## src/rtl/perimeter_chaser_pkg.sv

```systemverilog
// Shared definitions for the perimeter chaser.
// - SEG_A..SEG_DP: bit positions of each segment on an a_to_g bus
//   (bit7 = a ... bit1 = g, bit0 = dp).
// - perim(): ring length for a given digit count.
// - step_width(): width of the head-position counter for a given digit count.
package perimeter_chaser_pkg;

  localparam int SEG_A  = 7;
  localparam int SEG_B  = 6;
  localparam int SEG_C  = 5;
  localparam int SEG_D  = 4;
  localparam int SEG_E  = 3;
  localparam int SEG_F  = 2;
  localparam int SEG_G  = 1;
  localparam int SEG_DP = 0;

  // Outer ring: top row of both banks, right edge, bottom row of both banks, left edge.
  function automatic int perim(input int digits);
    return 4 * digits + 4;
  endfunction

  function automatic int step_width(input int digits);
    return $clog2(perim(digits));
  endfunction

endpackage

```

## src/rtl/perimeter_decode.sv

```systemverilog
// Combinational ring-position decoder.
// Maps one ring position to the segment it lights, but only reports it when
// that segment lives on the digit currently selected by the scan slot.
// Ports:
//   pos_i   - ring position 0..PERIM-1
//   slot_i  - scan slot; slot i selects digit bit DIGITS-1-i
//   en_i    - 0 suppresses this trail element entirely
//   left_o  - segment mask contributed to the left bank
//   right_o - segment mask contributed to the right bank
module perimeter_decode
  import perimeter_chaser_pkg::*;
#(
  parameter int DIGITS = 4,
  parameter int SW     = step_width(DIGITS),
  parameter int SLW    = (DIGITS > 1) ? $clog2(DIGITS) : 1
) (
  input  logic [SW-1:0]  pos_i,
  input  logic [SLW-1:0] slot_i,
  input  logic           en_i,
  output logic [7:0]     left_o,
  output logic [7:0]     right_o
);

  always_comb begin
    int         p;
    int         bit_idx;
    logic       on_right;
    logic [2:0] seg;
    p        = int'(pos_i);
    on_right = 1'b0;
    seg      = 3'(SEG_A);
    bit_idx  = 0;
    if (p < DIGITS) begin
      bit_idx = DIGITS - 1 - p;
    end else if (p < 2 * DIGITS) begin
      on_right = 1'b1;
      bit_idx  = 2 * DIGITS - 1 - p;
    end else if (p == 2 * DIGITS) begin
      on_right = 1'b1;
      seg      = 3'(SEG_B);
    end else if (p == 2 * DIGITS + 1) begin
      on_right = 1'b1;
      seg      = 3'(SEG_C);
    end else if (p <= 3 * DIGITS + 1) begin
      on_right = 1'b1;
      seg      = 3'(SEG_D);
      bit_idx  = p - (2 * DIGITS + 2);
    end else if (p <= 4 * DIGITS + 1) begin
      seg      = 3'(SEG_D);
      bit_idx  = p - (3 * DIGITS + 2);
    end else if (p == 4 * DIGITS + 2) begin
      seg      = 3'(SEG_E);
      bit_idx  = DIGITS - 1;
    end else begin
      seg      = 3'(SEG_F);
      bit_idx  = DIGITS - 1;
    end

    left_o  = '0;
    right_o = '0;
    if (en_i && (bit_idx == DIGITS - 1 - int'(slot_i))) begin
      if (on_right) right_o[seg] = 1'b1;
      else          left_o[seg]  = 1'b1;
    end
  end

endmodule

```

## src/rtl/perimeter_chaser.sv

```systemverilog
// Perimeter chaser: a head position walks around the outer ring of two
// DIGITS-wide seven-segment banks, trailed by up to two more lit segments.
// Ports:
//   clk, rst     - clock, synchronous active-high reset
//   en           - 1 advances the step prescaler; 0 freezes the head
//   dir          - 0 clockwise (increment), 1 counter-clockwise (decrement)
//   tail         - trail length, 0 behaves as 1
//   a_to_g_left/right - registered segment buses (bit7=a .. bit0=dp)
//   leftseg/rightseg  - registered one-hot digit enables, MSB = leftmost
//   step         - current head position
//   wrap         - one-cycle pulse after the head crosses the 0/PERIM-1 seam
// Valid/ready: none; all inputs are level-sampled every clock.
module perimeter_chaser
  import perimeter_chaser_pkg::*;
#(
  parameter int DIGITS   = 4,
  parameter int STEP_DIV = 50_000_000,
  parameter int SCAN_DIV = 50_000
) (
  input  logic                           clk,
  input  logic                           rst,
  input  logic                           en,
  input  logic                           dir,
  input  logic [1:0]                     tail,
  output logic [7:0]                     a_to_g_left,
  output logic [7:0]                     a_to_g_right,
  output logic [DIGITS-1:0]              leftseg,
  output logic [DIGITS-1:0]              rightseg,
  output logic [step_width(DIGITS)-1:0]  step,
  output logic                           wrap
);

  localparam int PERIM = perim(DIGITS);
  localparam int SW    = step_width(DIGITS);
  localparam int SLW   = (DIGITS > 1) ? $clog2(DIGITS) : 1;
  localparam int PW    = (STEP_DIV > 1) ? $clog2(STEP_DIV) : 1;
  localparam int CW    = (SCAN_DIV > 1) ? $clog2(SCAN_DIV) : 1;

  logic [PW-1:0]     presc_q;
  logic [CW-1:0]     scan_q;
  logic [SLW-1:0]    slot_q;
  logic [SW-1:0]     step_q, step_d;
  logic              wrap_q, wrap_d;
  logic [7:0]        left_q, left_d, right_q, right_d;
  logic [DIGITS-1:0] lsel_q, lsel_d, rsel_q, rsel_d;
  logic [DIGITS-1:0] digit_sel;

  logic [SW-1:0]     trail_pos [3];
  logic              trail_en  [3];
  logic [7:0]        lmask     [3];
  logic [7:0]        rmask     [3];

  // Head movement and seam detection, applied only on a prescaler tick.
  always_comb begin
    step_d = step_q;
    wrap_d = 1'b0;
    if (dir) begin
      if (step_q == '0) begin
        step_d = SW'(PERIM - 1);
        wrap_d = 1'b1;
      end else begin
        step_d = step_q - SW'(1);
      end
    end else begin
      if (step_q == SW'(PERIM - 1)) begin
        step_d = '0;
        wrap_d = 1'b1;
      end else begin
        step_d = step_q + SW'(1);
      end
    end
  end

  // Trail sits behind the head relative to the current direction, so a dir
  // change flips it immediately even though the head waits for a tick.
  always_comb begin
    int s;
    int len;
    int pk;
    s   = int'(step_q);
    len = (tail == 2'd0) ? 1 : int'(tail);
    pk  = 0;
    for (int k = 0; k < 3; k++) begin
      pk           = dir ? (s + k) % PERIM : (s - k + PERIM) % PERIM;
      trail_pos[k] = SW'(pk);
      trail_en[k]  = (k < len);
    end
  end

  for (genvar k = 0; k < 3; k++) begin : g_trail
    perimeter_decode #(
      .DIGITS (DIGITS),
      .SW     (SW),
      .SLW    (SLW)
    ) u_decode (
      .pos_i   (trail_pos[k]),
      .slot_i  (slot_q),
      .en_i    (trail_en[k]),
      .left_o  (lmask[k]),
      .right_o (rmask[k])
    );
  end

  // A bank with nothing lit on the current digit is blanked entirely.
  always_comb begin
    digit_sel       = DIGITS'(1) << (DIGITS - 1 - int'(slot_q));
    left_d          = lmask[0] | lmask[1] | lmask[2];
    right_d         = rmask[0] | rmask[1] | rmask[2];
    left_d[SEG_G]   = 1'b0;
    left_d[SEG_DP]  = 1'b0;
    right_d[SEG_G]  = 1'b0;
    right_d[SEG_DP] = 1'b0;
    lsel_d          = (|left_d)  ? digit_sel : '0;
    rsel_d          = (|right_d) ? digit_sel : '0;
  end

  always_ff @(posedge clk) begin
    if (rst) begin
      presc_q <= '0;
      scan_q  <= '0;
      slot_q  <= '0;
      step_q  <= '0;
      wrap_q  <= 1'b0;
      left_q  <= '0;
      right_q <= '0;
      lsel_q  <= '0;
      rsel_q  <= '0;
    end else begin
      wrap_q <= 1'b0;
      if (en) begin
        if (presc_q == PW'(STEP_DIV - 1)) begin
          presc_q <= '0;
          step_q  <= step_d;
          wrap_q  <= wrap_d;
        end else begin
          presc_q <= presc_q + PW'(1);
        end
      end
      if (scan_q == CW'(SCAN_DIV - 1)) begin
        scan_q <= '0;
        slot_q <= (slot_q == SLW'(DIGITS - 1)) ? '0 : slot_q + SLW'(1);
      end else begin
        scan_q <= scan_q + CW'(1);
      end
      // Display registers sample the pre-edge step/slot, hence one cycle behind them.
      left_q  <= left_d;
      right_q <= right_d;
      lsel_q  <= lsel_d;
      rsel_q  <= rsel_d;
    end
  end

  assign a_to_g_left  = left_q;
  assign a_to_g_right = right_q;
  assign leftseg      = lsel_q;
  assign rightseg     = rsel_q;
  assign step         = step_q;
  assign wrap         = wrap_q;

endmodule
```

## config.mk

```make
export PLATFORM = sky130hd
export DESIGN_NAME = perimeter_chaser
export DESIGN_NICKNAME = d
export VERILOG_FILES = /design/src/rtl/perimeter_chaser_pkg.sv /design/src/rtl/perimeter_decode.sv /design/src/rtl/perimeter_chaser.sv
export SDC_FILE = /design/constraint.sdc
export NUM_CORES = 1
export LEC_CHECK = 0
export BUFFER_PORTS_ARGS = -buffer_cell sky130_fd_sc_hd__buf_2
export CORE_ASPECT_RATIO = 0.75
export CORE_UTILIZATION = 47
export DETAILED_ROUTE_END_ITERATION = 10
export GPL_ROUTABILITY_DRIVEN = 0
export PLACE_DENSITY = 0.65
export SKIP_CTS_REPAIR_TIMING = 1
export SLEW_MARGIN = 10
export SYNTH_ARGS = -nofsm -noshare
export SYNTH_HDL_FRONTEND = slang
export SYNTH_SLANG_ARGS = --single-unit
```

## constraint.sdc

```tcl
create_clock -name clk -period 5.71 [get_ports clk]
set_input_delay 0.8565 -clock clk [delete_from_list [all_inputs] [get_ports clk]]
set_output_delay 0.8565 -clock clk [all_outputs]
set_load 0.05 [all_outputs]
```

==> run metrics, run 1 <==
Starting Density 48.2%; commonest cells after routing, fill and taps aside 107 x nor2_1, 69 x nand2_1, 66 x dfxtp_1, 61 x buf_4, 48 x ha_1; core area 0.0145 mm^2; initial antenna violation count 0; Rel. slew slack a little over two fifths; final cell count without fillers between 1000 and 1500; Total Power between 0.001 and 0.0015 W; highest cell delay on the worst timing path 470 ps; TritonCTS buffer count 9; global route total overflow 0; Sink Count 70; final-stage net count 1007; CP Buf/Inv Count 4; Iter 0 DRT Violations 663; startpoint types register; Cell variety after synth 111; Remaining DRCs 0; Hold Path Class register to register; Clk Latency, worst-skew pair 330 ps; Synth Register Bits 70; Post-synth top flop dfxtp_1; die area 0.0154 mm^2; WL/cell roughly 16 um; outcome completed; crit end category register; Die Span Y 108 um; Ys Warns 0; Synth area leader dfxtp_1; Post-Synthesis Cell Area 0.00699 mm^2; vias per std cell 5.87; first-pass GRT wire length 30400 um; crit path max fanout 8; chip width 143 um; worst-case clock buffer depth 2; Reg clk slew, reported paths 60 ps; endpoints failing hold 0; Pleak between 3 and 4 nW; # IOs 36; port bufs 31; ranking of synthesized cells by area dfxtp_1 20%, ha_1 9.5%, nor2_1 5.8%, nand2_1 3.7%, xnor2_1 3.1%; Pwr Density 164 mW/mm^2; min Tclk post-route approximately 5400 ps; Antenna Cells 0; Post-synth EDFFs 0; vias in the first global route 6045; Critical Path RT 5980 ps; max cap viols 0; critical path type register to register; Hold Worst Slack 462 ps; total global-route track usage approximately a quarter; fin. max-slew vios 0; Synth async-reset ratio 0%; f_max between 150 and 200 MHz; Vias 6764; # setup viols final 0; crit path cell chain inv_2 -> ha_2 -> xor2_2 -> ha_2 -> nor2_1 -> a221o_1 -> a2111oi_4 -> xnor2_1 -> a211o_1 -> a22oi_2 -> inv_2 -> buf_4 -> ha_1 -> nand3_2 -> buf_4 -> nor2_1 -> a32o_1 -> or3b_2 -> mux2i_2 -> o311ai_1 -> nor4_2 -> a211oi_2 -> nand4_1 -> and3b_1; worst-margin pin slew around 860 ps; Syn-to-layout area delta 16.9%; syn_area_per_cell 7.90 um^2; Clock Tree Root clkbuf_16; register area share after synthesis between 20% and 30%; commonest non-fill, non-tap cell in the layout nor2_1; DRT antenna net count 0; 1st-pass router iterations 5; Fillers about 1400; layout cells sized above 1 between 20% and 30%; final period utilization 95.1%; top-area cell type share of the netlist area between 20% and 30%; Setup Skew ~5.9 ps; Worst Path Arrival between 5000 and 6000 ps; DP Cell Count 1136; Mapped Cells 884; Crit path max-delay family compound AO/OA/AOI/OAI gates; Util after Layout 56.3%; worst vdd ir 0.118 mV; H-tree levels 3; # rows 38; CTS tree yes; aggregate routed wire length 18900 um; DP HPWL between 10000 and 15000 um; largest net degree at the start of global routing 37; Slowest cell on crit path or3b_2
[power breakdown]
| part | switching, W | leakage, nW | internal (W) |
|---|---|---|---|
| clock | 0.000221 | 0.156 | 0.000397 |
| combinational | 0.000137 | 2.48 | 0.0000852 |
| sequential | 0.00000350 | 0.570 | 0.000493 |
[layer usage]
| layer | wire (um) | up-vias | part of all wire (%) | track usage [%] |
|---|---|---|---|---|
| li1 | - | 3370 | - | - |
| met1 | 9650 | 3138 | 51 | 37.1 |
| met2 | 7790 | 237 | 41 | 35.7 |
| met3 | 1330 | 19 | 7.0 | 4.14 |
| met4 | 168 | 0 | 0.89 | 4.38 |
| met5 | 0 | - | 0 | 0 |
[cells by family (layout without fill, tap and decap cells)]
family | after synthesis | after routing | share of synthesized area, %
AOI/OAI and AO/OA | 235 | 235 | 26.7
xor gates and xnor gates | 52 | 52 | 6.93
adders and majority gates | 53 | 53 | 9.49
buffers and inverters | 82 | 144 | 5.66
DFF | 70 | 70 | 20.1
muxes | 14 | 14 | 2.24
other | 1 | 8 | 0.0537
and+or+nand+nor | 377 | 377 | 28.9
[area by class of cell]
type,instances,area [um^2],share of cell area [%]
clock inverter,6,92.6,1.13
sequential,70,1420,17.3
multi-input combinational,739,5400,66.2
timing repair buffer,94,636,7.78
clock buffer,10,239,2.93
inverter,34,130,1.59
tap,200,250,3.06
[stage by stage]
step	worst slack (ps)	area, um^2	setup TNS [ps]
floorplan	3.57	7080	0
global placement	134	7670	0
detailed placement	-0.608	7670	-0.608
CTS	103	8010	0
global route	-45.4	8170	-246
finish	282	8170	0
[cell usage after synthesis (19+ instances only)]
cell type,n
xnor2_1,25
ha_1,53
dfxtp_1,70
nor2_1,108
nand3_1,33
inv_1,29
xor2_1,24
nor3_1,23
nand2_1,69
o21ai_0,34
nand4_1,21
clkbuf_1,19
a21oi_1,42
[final timing paths]
kind | startpoint | endpoint | slack (ps) | depth (start not counted)
worst max-delay path | step[2]$_SDFFE_PP0P_ | leftseg[1]$_SDFF_PP0_ | 280 | 24
worst min-delay path | scan_q[0]$_SDFF_PP0_ | scan_q[0]$_SDFF_PP0_ | 460 | 1
worst max register to register | step[2]$_SDFFE_PP0P_ | leftseg[1]$_SDFF_PP0_ | 280 | 24
worst min register to register | scan_q[0]$_SDFF_PP0_ | scan_q[0]$_SDFF_PP0_ | 460 | 1
[sequential cells by signal, indices dropped and copies added, names as in the netlist]
register	flops
rightseg	4
slot_q	2
presc_q	26
a_to_g_right	6
scan_q	16
step	5
leftseg	4
a_to_g_left	6
wrap	1
Note: power is estimated with default switching activity, not from simulation.
==> inputs of run 2 (changes only) <==
- CTS_CLUSTER_DIAMETER: unset -> 60
- PLACE_DENSITY: 0.65 -> 0.62
==> run 2 against run 1 <==
  * Register-to-register slack better by 20 ps
  * Core utilization up 0.10 points
  * Critical path depth is 1 higher
  * First-iteration DRC count fell by 16%
  * Largest cell class unchanged
  * Largest power group unchanged
==> run metrics, run 2 (same netlist as run 1, synthesis figures left out) <==
routing usage on met1 36.9% (-0.21 points); top flop regs presc_q x26, scan_q x16; fin. max-slew vios 0 (unchanged); min Tclk post-route 5410 ps (-23.3 ps); Vias 6995 (+3.4%); # IOs 36 (unchanged); max FFs per register 26 (unchanged); critical path type register to register; layout cells sized above 1 22.1% (+0.76 points); Antenna Cells 0 (unchanged); Reg2Reg Depth 25 (+4.2%); post-route cell area 0.00818 mm^2 (+0.18%); f_max 185 MHz (+0.43%); worst-case clock buffer depth 2 (unchanged); DRT antenna net count 0 (unchanged); RSZ-0062 raised after global routing yes; CP Buf/Inv Count 7 (+3); final period utilization 94.7% (-0.41 points); Syn-to-layout area delta 17.1%; port bufs 31 (unchanged); GRT Max-Usage Layer met2; commonest non-fill, non-tap cell in the layout nor2_1; # rows 38 (unchanged); Die Span Y 108 um (unchanged); Crit path max-delay family compound AO/OA/AOI/OAI gates; 1st-pass router iterations 7 (+2); total global-route track usage 26.0% (+1.6 points); CTS tree yes; met2 Use GR 40.1% (+4.4 points); max cap viols 0 (unchanged); met3 GRT Util 5.65% (+1.5 points); DP HPWL 15000 um (+6.6%); Worst R2R Start step[2]$_SDFFE_PP0P_; Remaining DRCs 0 (unchanged); Rel. slew slack 42.3% (-0.34 points); Hold Path Class register to register; die area 0.0154 mm^2 (unchanged); Starting Density 48.2% (unchanged); startpoint types register; global route total overflow 0 (unchanged); Worst Path Arrival 5680 ps (-20 ps); Critical Path Start step[2]$_SDFFE_PP0P_; worst-margin pin slew 866 ps (+5.16 ps); chip width 143 um (unchanged); largest net degree at the start of global routing 31 (-16%); Hold Worst Slack 451 ps (-11.2 ps); aggregate routed wire length 20100 um (+6.2%); CP dominant cell by count buf_4; Setup Skew 9.15 ps (+3.27 ps); final-stage net count 997 (-0.99%); vias in the first global route 6409 (+6.0%); setup slack, reg-to-reg 300 ps (+20 ps); hold path startpoint scan_q[0]$_SDFF_PP0_; TritonCTS buffer count 9 (unchanged); highest cell delay on the worst timing path 460 ps (about the same); Clock Tree Root clkbuf_16; commonest cells after routing, fill and taps aside 105 x nor2_1, 68 x nand2_1, 66 x dfxtp_1, 52 x buf_4, 46 x ha_1; core area 0.0145 mm^2 (unchanged); Reg clk slew, reported paths 70 ps (about the same); Iter 0 DRT Violations 559 (-16%); Hold EP scan_q[0]$_SDFF_PP0_; H-tree levels 3 (unchanged); first-pass GRT wire length 31800 um (+4.6%); crit path max fanout 8 (unchanged); initial antenna violation count 1 (+1); outcome completed; Slowest cell on crit path a2111oi_4; # setup viols final 0 (unchanged); FF-to-FF End leftseg[3]$_SDFF_PP0_; Critical Path RT 5980 ps (about the same); crit end category register; Clk Latency, worst-skew pair 330 ps (about the same); vias per std cell 6.12 (+4.3%); Worst Hold Depth 1 (unchanged); endpoints failing hold 0 (unchanged); Pwr Density 162 mW/mm^2 (-1.0%); largest reg by FF count presc_q; Pleak 3.17 nW (-1.2%); WL/cell 17.6 um (+7.1%); Placed Instance Area 0.00756 mm^2 (-1.5%); Sink Count 70 (unchanged); worst vdd ir 0.145 mV (+23%)
[run 2: cell types whose count changed in the layout (fill, tap and decap cells not counted), moves of 2 or more]
cell	change
buf_4	-9
nor3_1	-3
nor3_2	+3
a211oi_1	+2
ha_1	-2
ha_4	+2
nor2_1	-2
nor2_2	+2
[run 2: routing by layer]
metal	up-vias	share of wire, %	wire [um]
met3	25	8.0	1600
met5	-	0	0
met1	3331	47	9390
met2	283	44	8910
li1	3356	-	-
met4	0	1.0	208
[run 2: worst max-delay path by stage]
stage                             endpoint  cells after the start
floorplan           rightseg[1]$_SDFF_PP0_                     27
global placement    rightseg[1]$_SDFF_PP0_                     21
detailed placement  rightseg[2]$_SDFF_PP0_                     21
CTS                  leftseg[3]$_SDFF_PP0_                     25
global route        rightseg[1]$_SDFF_PP0_                     24
finish               leftseg[3]$_SDFF_PP0_                     25
[run 2: where the power goes]
part | total (W) | internal [W] | switching (W)
Clock | 0.000601 | 0.000380 | 0.000221
Combinational | 0.000228 | 0.0000851 | 0.000143
Sequential | 0.000498 | 0.000494 | 0.00000380
Total | 0.00133 | 0.000959 | 0.000368
[run 2: cell type report]
type                            instances  area (um^2)
Clock buffer                           11          264
Clock inverter                          5         61.3
Fill cell                            1346         6320
Inverter                               34          134
Multi-Input combinational cell        739         5500
Sequential cell                        70         1410
Tap cell                              200          250
Timing Repair Buffer                   84          557
[run 2: through the flow]
stage	setup TNS (ps)	total power, W	instances	setup slack, ps	utilization [%]
2_1_floorplan	0	0.000668	891	3.57	-
3_3_place_gp	0	0.000711	1121	171	52.1
3_5_place_dp	-122	0.000716	1121	-28.5	52.1
4_1_cts	0	0.00132	1137	4.88	54.4
5_1_grt	0	0.00138	1143	7.70	56.4
6_report	0	0.00133	1143	305	56.4
==> inputs of run 3 (changes only) <==
- CELL_PAD_IN_SITES_DETAIL_PLACEMENT: unset -> 0
- CELL_PAD_IN_SITES_GLOBAL_PLACEMENT: unset -> 2
- CORE_MARGIN: unset -> 4
- CORE_UTILIZATION: 47 -> 34
- PLACE_DENSITY: 0.62 -> 0.73
- SETUP_SLACK_MARGIN: unset -> 0.02
==> run 3 against run 2 <==
  * Critical path depth decreased by 1
  * Non-clock buffer count up 18
  * Final area is 2.1% higher
  * Worst setup slack improved by 12 ps
  * Flip-flop and latch count is the same
  * Global-route usage fell by 7.8 points
  * Combinational power about the same
  * Power down 1.8%
  * Largest cell class unchanged
  * Largest power group unchanged
==> run metrics, run 3 (same netlist as run 1, synthesis figures left out) <==
Iter 0 DRT Violations 449 (-20%); commonest non-fill, non-tap cell in the layout nor2_1; Worst Path Arrival 5660 ps (-20 ps); port bufs 31 (unchanged); Critical Path RT 5980 ps (about the same); DP HPWL 16400 um (+9.3%); startpoint types register; Rel. slew slack 44.1% (+1.8 points); total global-route track usage 18.2% (-7.8 points); layout cells sized above 1 23.2% (+1.1 points); Reg2Reg Depth 24 (-4.0%); Critical Path Start step[1]$_SDFFE_PP0P_; Pleak 3.23 nW (+1.8%); H-tree levels 3 (unchanged); critical path type register to register; crit end category register; max FFs per register 26 (unchanged); Max Used Layer met4; f_max 185 MHz (+0.23%); Remaining DRCs 0 (unchanged); Starting Density 34.6% (-14 points); WL/cell 17.5 um (-0.63%); worst-margin pin slew 838 ps (-27.4 ps); Worst path depth 24 (-4.0%); Crit path max-delay family compound AO/OA/AOI/OAI gates; vias in the first global route 6671 (+4.1%); setup slack, reg-to-reg 320 ps (about the same); fin. max-slew vios 0 (unchanged); Worst R2R Start step[1]$_SDFFE_PP0P_; highest cell delay on the worst timing path 490 ps (+30 ps); Antenna Cells 0 (unchanged); multi-input logic area 0.00547 mm^2 (-0.55%); max cap viols 0 (unchanged); RSZ-0062 raised after global routing yes; final-stage net count 1015 (+1.8%); final cell count without fillers 1219 (+6.6%); Pwr Density 156 mW/mm^2 (-3.9%); Syn-to-layout area delta 19.6%; chip width 174 um (+22%); metal1 wirelength 10200 um (+9.1%); wire length on met2 9740 um (+9.2%); commonest cells after routing, fill and taps aside 107 x nor2_1, 69 x nand2_1, 69 x buf_4, 66 x dfxtp_1, 46 x ha_1; largest net degree at the start of global routing 37 (+19%); initial antenna violation count 0 (-1); CP Buf/Inv Count 5 (-2); first-pass GRT wire length 35000 um (+10%); Worst Setup EP rightseg[2]$_SDFF_PP0_; setup_tns 0 ps (unchanged); DP Cell Count 1200 (+7.0%); crit path cell chain clkinvlp_4 -> ha_1 -> inv_2 -> ha_4 -> nor2_2 -> a221o_1 -> a2111oi_4 -> buf_4 -> a21bo_2 -> o211ai_1 -> a22oi_2 -> inv_2 -> buf_4 -> ha_1 -> o21a_1 -> nor2_1 -> a32o_1 -> or3b_2 -> mux2i_4 -> o211ai_4 -> nor4_2 -> a2111oi_2 -> nand4_1 -> and3b_1; Hold Path Class register to register; TritonCTS buffer count 9 (unchanged); DRT antenna net count 0 (unchanged); # setup viols final 0 (unchanged); crit path max fanout 5 (-3); vias per std cell 5.70 (-6.9%); endpoints failing hold 0 (unchanged); metal3 WL 1170 um (-27%); Die Span Y 132 um (+23%); min Tclk post-route 5390 ps (-12.1 ps); largest reg by FF count presc_q; Clk Latency, worst-skew pair 330 ps (about the same); worst vdd ir 0.128 mV (-12%); final period utilization 94.4% (-0.21 points); Reg clk slew, reported paths 60 ps (about the same); FF-to-FF End rightseg[2]$_SDFF_PP0_; Slowest cell on crit path or3b_2; Setup Skew 7.77 ps (-1.38 ps); Seq. cell area 0.00141 mm^2 (unchanged); Clock Tree Root clkbuf_16; CTS tree yes; die area 0.0229 mm^2 (+49%); Vias 6948 (-0.67%); # rows 45 (+18%); Sink Count 70 (unchanged); # IOs 36 (unchanged); outcome completed; aggregate routed wire length 21300 um (+6.0%); 1st-pass router iterations 5 (-2); top flop regs presc_q x26, scan_q x16; global route total overflow 0 (unchanged); worst-case clock buffer depth 2 (unchanged); Fillers 2081 (+55%); core area 0.0202 mm^2 (+39%)
==> run 3: area by class of cell <==
| type | instances | area share, % |
|---|---|---|
| flip-flops and latches | 70 | 16.9 |
| well taps | 258 | 3.86 |
| clock buffers | 10 | 2.86 |
| repair buffers | 102 | 8.43 |
| clock inverters | 6 | 0.808 |
| multi-input cells | 739 | 65.5 |
| inverters | 34 | 1.65 |
==> run 3: worst min path at each step <==
stage	end	slack, ps	start	depth (start not counted)
floorplan	scan_q[0]$_SDFF_PP0_	420	scan_q[0]$_SDFF_PP0_	1
global placement	scan_q[0]$_SDFF_PP0_	430	scan_q[0]$_SDFF_PP0_	1
global route	scan_q[0]$_SDFF_PP0_	490	scan_q[0]$_SDFF_PP0_	1
CTS	scan_q[0]$_SDFF_PP0_	450	scan_q[0]$_SDFF_PP0_	1
finish	scan_q[0]$_SDFF_PP0_	450	scan_q[0]$_SDFF_PP0_	1
detailed placement	scan_q[0]$_SDFF_PP0_	440	scan_q[0]$_SDFF_PP0_	1
==> run 3: worst register-to-register path, delay by kind of cell (launching register included) <==
kind / cells / cell delay [ps]
multiplexers: 1 / 220
AO/OA/AOI/OAI: 9 / 1960
AND/OR/NAND/NOR: 6 / 1330
buffers and inverters: 5 / 680
adder cells (fa/ha/maj): 3 / 780
flip-flops: 1 / 360
==> run 3: layer usage <==
layer / GRT usage [%] / vias up
li1: - / 3402
met1: 25.5 / 3331
met2: 29.3 / 199
met3: 3.73 / 16
met4: 3.54 / 0
met5: 0 / -
==> run 3: metrics by stage <==
step	instance area, um^2	power (W)	util (%)	worst slack [ps]	hold WS [ps]
floorplan	7100	0.000668	-	38.0	418
global placement	7820	0.000725	38.7	75.5	431
detailed placement	7820	0.000726	38.7	-59.0	440
CTS	8130	0.00131	40.2	11.6	453
global route	8360	0.00137	41.3	3.17	489
finish	8360	0.00130	41.3	317	455
==> run 3: power by group <==
| group | internal [W] | switching, W |
|---|---|---|
| clock | 0.000353 | 0.000224 |
| sequential | 0.000494 | 0.00000375 |
| combinational | 0.0000874 | 0.000141 |
| total | 0.000934 | 0.000369 |
